===== src/rtl/cs_frame_driver.sv =====
// rtl/cs_frame_driver.sv - buffers a host frame, plays it into CS, returns the CS results
// Clears CS before each frame, captures cs_y Y_LAT cycles behind cs_x, and unloads results over valid/ready.
module cs_frame_driver #(
  parameter int MAX_N = 64,
  parameter int WIN   = 9,
  parameter int Y_LAT = 1
) (
  input  logic       clk,
  input  logic       reset,
  input  logic [7:0] in_data,
  input  logic       in_valid,
  input  logic       in_last,
  output logic       in_ready,
  output logic [7:0] cs_x,
  output logic       cs_rst,
  input  logic [9:0] cs_y,
  output logic [9:0] res_data,
  output logic       res_valid,
  output logic       res_last,
  input  logic       res_ready,
  output logic       busy,
  output logic       frame_err
);

  localparam int CW = $clog2(MAX_N) + 1;
  localparam int AW = $clog2(MAX_N);
  localparam logic [CW-1:0] ONE   = CW'(1);
  localparam logic [CW-1:0] WIN_C = CW'(WIN);
  localparam logic [CW-1:0] MAX_C = CW'(MAX_N);
  localparam logic [CW-1:0] YL_C  = CW'(Y_LAT);
  localparam logic [CW-1:0] CAP0  = CW'(WIN - 1 + Y_LAT);

  typedef enum logic [2:0] {IDLE, LOAD, CLR, PLAY, FLUSH, UNLOAD} state_t;

  state_t        state;
  logic [7:0]    sbuf [MAX_N];
  logic [9:0]    rbuf [MAX_N];
  logic [CW-1:0] n, c, u;
  logic [CW-1:0] c_nxt, u_nxt;
  logic          s_we, r_we;
  logic [AW-1:0] s_addr, r_addr;

  assign c_nxt  = c + ONE;
  assign u_nxt  = u + ONE;
  assign s_we   = in_valid && in_ready && (state == IDLE || state == LOAD);
  assign s_addr = (state == IDLE) ? '0 : AW'(n);
  assign r_we   = (state == PLAY || state == FLUSH) && (c >= CAP0);
  assign r_addr = AW'(c - CAP0);
  assign busy   = (state != IDLE);

  always_ff @(posedge clk) begin
    if (s_we) sbuf[s_addr] <= in_data;
    if (r_we) rbuf[r_addr] <= cs_y;
  end

  always_ff @(posedge clk or negedge reset) begin
    if (!reset) begin
      state     <= IDLE;
      cs_x      <= '0;
      cs_rst    <= 1'b1;
      res_valid <= 1'b0;
      res_last  <= 1'b0;
      res_data  <= '0;
      frame_err <= 1'b0;
      in_ready  <= 1'b0;
      n         <= '0;
      c         <= '0;
      u         <= '0;
    end else begin
      frame_err <= 1'b0;
      case (state)
        IDLE: begin
          cs_rst   <= 1'b0;
          cs_x     <= '0;
          in_ready <= 1'b1;
          if (in_valid && in_ready) begin
            n <= ONE;
            if (in_last || MAX_C == ONE) begin
              state    <= CLR;
              in_ready <= 1'b0;
              cs_rst   <= 1'b1;
            end else begin
              state <= LOAD;
            end
          end
        end
        LOAD: begin
          if (in_valid && in_ready) begin
            n <= n + ONE;
            // A full buffer ends the frame silently; the rest of the host's beats stay pending.
            if (in_last || (n + ONE) == MAX_C) begin
              state    <= CLR;
              in_ready <= 1'b0;
              cs_rst   <= 1'b1;
            end
          end
        end
        CLR: begin
          cs_rst <= 1'b0;
          c      <= '0;
          if (n < WIN_C) begin
            frame_err <= 1'b1;
            in_ready  <= 1'b1;
            state     <= IDLE;
          end else begin
            cs_x  <= sbuf[0];
            state <= PLAY;
          end
        end
        PLAY, FLUSH: begin
          c    <= c_nxt;
          cs_x <= (c_nxt < n) ? sbuf[AW'(c_nxt)] : 8'd0;
          if (c == n - ONE + YL_C) begin
            // The final result is written on this same edge; forward it when it is also the first.
            state     <= UNLOAD;
            res_valid <= 1'b1;
            res_data  <= (n == WIN_C) ? cs_y : rbuf[0];
            res_last  <= (n == WIN_C);
            u         <= '0;
          end else if (c == n - ONE) begin
            state <= FLUSH;
          end
        end
        UNLOAD: begin
          if (res_ready) begin
            if (res_last) begin
              res_valid <= 1'b0;
              res_last  <= 1'b0;
              in_ready  <= 1'b1;
              state     <= IDLE;
            end else begin
              u        <= u_nxt;
              res_data <= rbuf[AW'(u_nxt)];
              res_last <= (u_nxt == n - WIN_C);
            end
          end
        end
        default: state <= IDLE;
      endcase
    end
  end

endmodule


===== config.mk =====
export PLATFORM = sky130hd
export DESIGN_NAME = cs_frame_driver
export DESIGN_NICKNAME = d
export VERILOG_FILES = /design/src/rtl/cs_frame_driver.sv
export SDC_FILE = /design/constraint.sdc
export NUM_CORES = 1
export LEC_CHECK = 0
export ABC_AREA = 1
export CORE_ASPECT_RATIO = 0.8
export CORE_MARGIN = 2
export CORE_UTILIZATION = 53
export DETAILED_ROUTE_END_ITERATION = 8
export PLACE_DENSITY = 0.69
export SETUP_SLACK_MARGIN = 0.05
export SKIP_CTS_REPAIR_TIMING = 1
export SYNTH_ARGS = -nofsm -noshare
export SYNTH_HDL_FRONTEND = slang
export SYNTH_SLANG_ARGS = --single-unit

===== constraint.sdc =====
create_clock -name clk -period 3.55 [get_ports clk]
set_clock_uncertainty 0.1 [all_clocks]
set_input_delay 1.065 -clock clk [delete_from_list [all_inputs] [get_ports clk]]
set_output_delay 1.065 -clock clk [all_outputs]
set_load 0.02 [all_outputs]

==> metrics.log <==
INFO  metric outcome = finished, final reports clean
INFO  metric design.core.area = 93300 um2
INFO  metric grt_start_max_net_pins = roughly 150
INFO  metric synth-adder-area-share = 0.00375
INFO  metric fp.dieH = 279 um
INFO  metric syn_inst = 4421
INFO  metric critPathArrivalTime = 2010 ps
INFO  metric post-synth-top-area-fraction = 0.691
INFO  metric place.detailed.hpwl = 82.2 mm
INFO  metric final_net_count = 4588
INFO  metric cts.sinks = 1199
INFO  metric ff_latch_area = 35800 um2
INFO  metric total_power = 41.5 mW
INFO  metric cts_tree = yes
INFO  metric floorplan.initialDensity = 0.536
INFO  metric cpLargestDelayFamily = buffers and inverters
INFO  metric max_slew_violation_count = 0
INFO  metric timing_hold_violations_final = 0
INFO  metric fraction_of_synthesized_area_in_multiplexers = 0
INFO  metric place.gp.congestion = just over 0.9
INFO  metric drt_pass1_iterations = 8
INFO  metric crit_type = flop to output port
INFO  metric n_antenna_cell = 0
INFO  metric cp-end-kind = output port
INFO  metric tritoncts.num_buffers = between 100 and 150
INFO  metric root_buffer = clkbuf_16
INFO  metric synth_top_family_by_area = simple AND/OR/NAND/NOR gates
INFO  metric synth_area_leader_cell = edfxtp_1
INFO  metric layout.cell_area.non_filler = 56700 um2
INFO  metric grt_setup_unrepaired = false
INFO  metric fin_tns_setup = 0 ps
INFO  metric syn_area_per_cell = 11.3 um2
INFO  metric critical_path.cell_chain = clkdlybuf4s50_1
INFO  metric routed_via_density = just under 6
INFO  metric cpMaxStageDelayCell = clkdlybuf4s50_1
INFO  metric critical_path_required = 2380 ps
INFO  metric timing.max_cap.violations = 0
INFO  metric grt_antenna_before_repair = 2
INFO  metric synthArstFlopShare = 0.0392
INFO  metric powerDensity = 731 nW/um2
INFO  metric worstSkewPairLatency = 700 ps
INFO  metric min_path_type = input port to asynchronous set/reset pin
INFO  metric timing.final.setup_violations = 0
INFO  metric synth_edf_count = 1152
INFO  metric grt-ovfl-total = 0
INFO  metric num-fill-cells = 7230
INFO  metric first_iter_violations = about 5500
INFO  metric cp-start-kind = flop
INFO  metric clock_transition_at_the_registers_of_the_reported_paths = 60 ps
INFO  metric die_area = between 90000 and 100000 um2
INFO  metric min_period_over_period = 0.894
INFO  metric flow.area_growth_from_synthesis = 13.4%
INFO  metric detailed_place.area = 53000 um2
INFO  metric dr_total_vias = 34600
INFO  metric cp.buffers_inverters = 1
INFO  metric synth-compound-area-share = 0.0483
INFO  metric place.port_buffers = 46
INFO  metric power.leakage = between 20 and 25 nW
INFO  metric yosys.area_share.simple = 0.199
INFO  metric power.ir.vdd_worst = 0.554 mV
INFO  metric io_pins = 47
INFO  metric timing.critical_path.fanout_max = 5
INFO  metric post-route-util = 0.608
INFO  metric worst_r2r_startpoint = c[0]
INFO  metric route.detailed.wl_per_inst = about 23 um
INFO  metric drc = 0
INFO  metric post_synth_most_frequent_cells = edfxtp_1, nand2_1, nand3_1, nor2_1, o21ai_0
INFO  metric die_w = 348 um
INFO  metric clockBufferDepth = 3
INFO  metric period_needed = 3170 ps
INFO  metric synth_seq_area_share = 0.715
INFO  metric slew_headroom = 0.262
INFO  metric ys.warnings.count = 0
INFO  metric route.antenna.remaining_nets = 0
INFO  metric grt_first_pass_wirelength = 201 mm
INFO  metric total_wirelength_of_the_detailed_routed_design = about 130 mm
INFO  metric multi_input_comb_area = about 13000 um2
INFO  metric ys_seq_elements = 1199
INFO  metric mapped_nets = 4459
INFO  metric ys_top_cells_by_area = edfxtp_1, nand3_1, nand2_1
INFO  metric yosys.cell_count.top_type = edfxtp_1
INFO  metric area_of_the_mapped_netlist = 50100 um2
INFO  metric rr_endpoint = cs_x[6]
INFO  metric track_usage = 0.274
INFO  metric final.hold.worst_slack = 321 ps
INFO  metric synth-main-ff-cell = edfxtp_1
INFO  metric netlist-cell-type-count = 36
INFO  metric drive_gt1_frac = 0.0956
INFO  metric cts_max_level = 3
INFO  metric worst_path_largest_cell_delay = 850 ps
INFO  metric max_slew.worst_pin.slew = 1110 ps
INFO  metric fmax = approximately 320 MHz
INFO  metric crit_path_start = res_last
INFO  metric floorplan.rows = 100
INFO  metric r2r.worst_path.cells = 11
INFO  metric grt_pass1_vias = about 32000
INFO  metric post_synth_xor_area_fraction = 0.00382
INFO  metric ff2ff_setup_slack = 460 ps
-- metal layers --
metal | wire (um) | part of all wire | global-route usage
met5 | 27 | 0.00020 | 0
met3 | 16100 | 0.12 | 0.0686
met1 | 56900 | 0.43 | 0.420
met2 | 57200 | 0.43 | 0.392
met4 | 3270 | 0.024 | 0.0757
-- worst max-delay path by stage --
stage                              to  cells after the start
final                        res_last                      1
after global routing      res_data[3]                     15
after CTS                        busy                      5
after detailed placement  sbuf[47][2]                      7
after global placement    sbuf[55][4]                      7
after floorplan            rbuf[0][0]                     12
-- state kept, by name, indices dropped and copies added (netlist names) --
register and count:
res_valid 1, c 7, state 3, sbuf 512, res_last 1, res_data 10
rbuf 640, cs_rst 1, frame_err 1, n 7, cs_x 8, in_ready 1
u 7
-- kinds of logic (layout without fill, tap and decap cells) --
logic type / Yosys count / in the layout
and+or+nand+nor: 2371 / 2371
DFF: 1199 / 1199
AOI/OAI and AO/OA: 450 / 450
buffers and inverters: 365 / 589
xor gates and xnor gates: 21 / 21
adders and majority gates: 15 / 15
-- final cells by class --
cell class              count  area share
multi-input cells        2857       0.226
repair buffers            272      0.0432
flip-flops and latches   1199       0.631
clock inverters            54      0.0105
inverters                 107     0.00734
well taps                1224      0.0270
clock buffers             156      0.0550
-- through the flow --
stage          std cells  setup slack (ps)
2_1_floorplan       4421               400
3_3_place_gp        5659               224
3_5_place_dp        5659               216
4_1_cts             5869              16.8
5_1_grt             5869               257
6_report            5869               376
-- placed cells by master, fill, tap and decap left out, types with 31 or more instances in the layout --
cell,synthesis,final
clkbuf_16,0,116
buf_12,0,31
o21ai_0,284,284
edfxtp_1,1152,1152
dfrtp_1,46,44
inv_1,90,89
buf_4,1,195
a21oi_1,94,94
nand2_1,851,851
nand3_1,771,771
a22oi_1,33,33
nor2_1,714,714
clkbuf_1,126,33
-- power breakdown --
group	internal, mW	total [mW]	switching (mW)
clock network	6.94	12.1	5.19
logic	4.03	13.3	9.30
registers	15.7	16.0	0.285
Note: power is estimated with default switching activity, not from simulation.
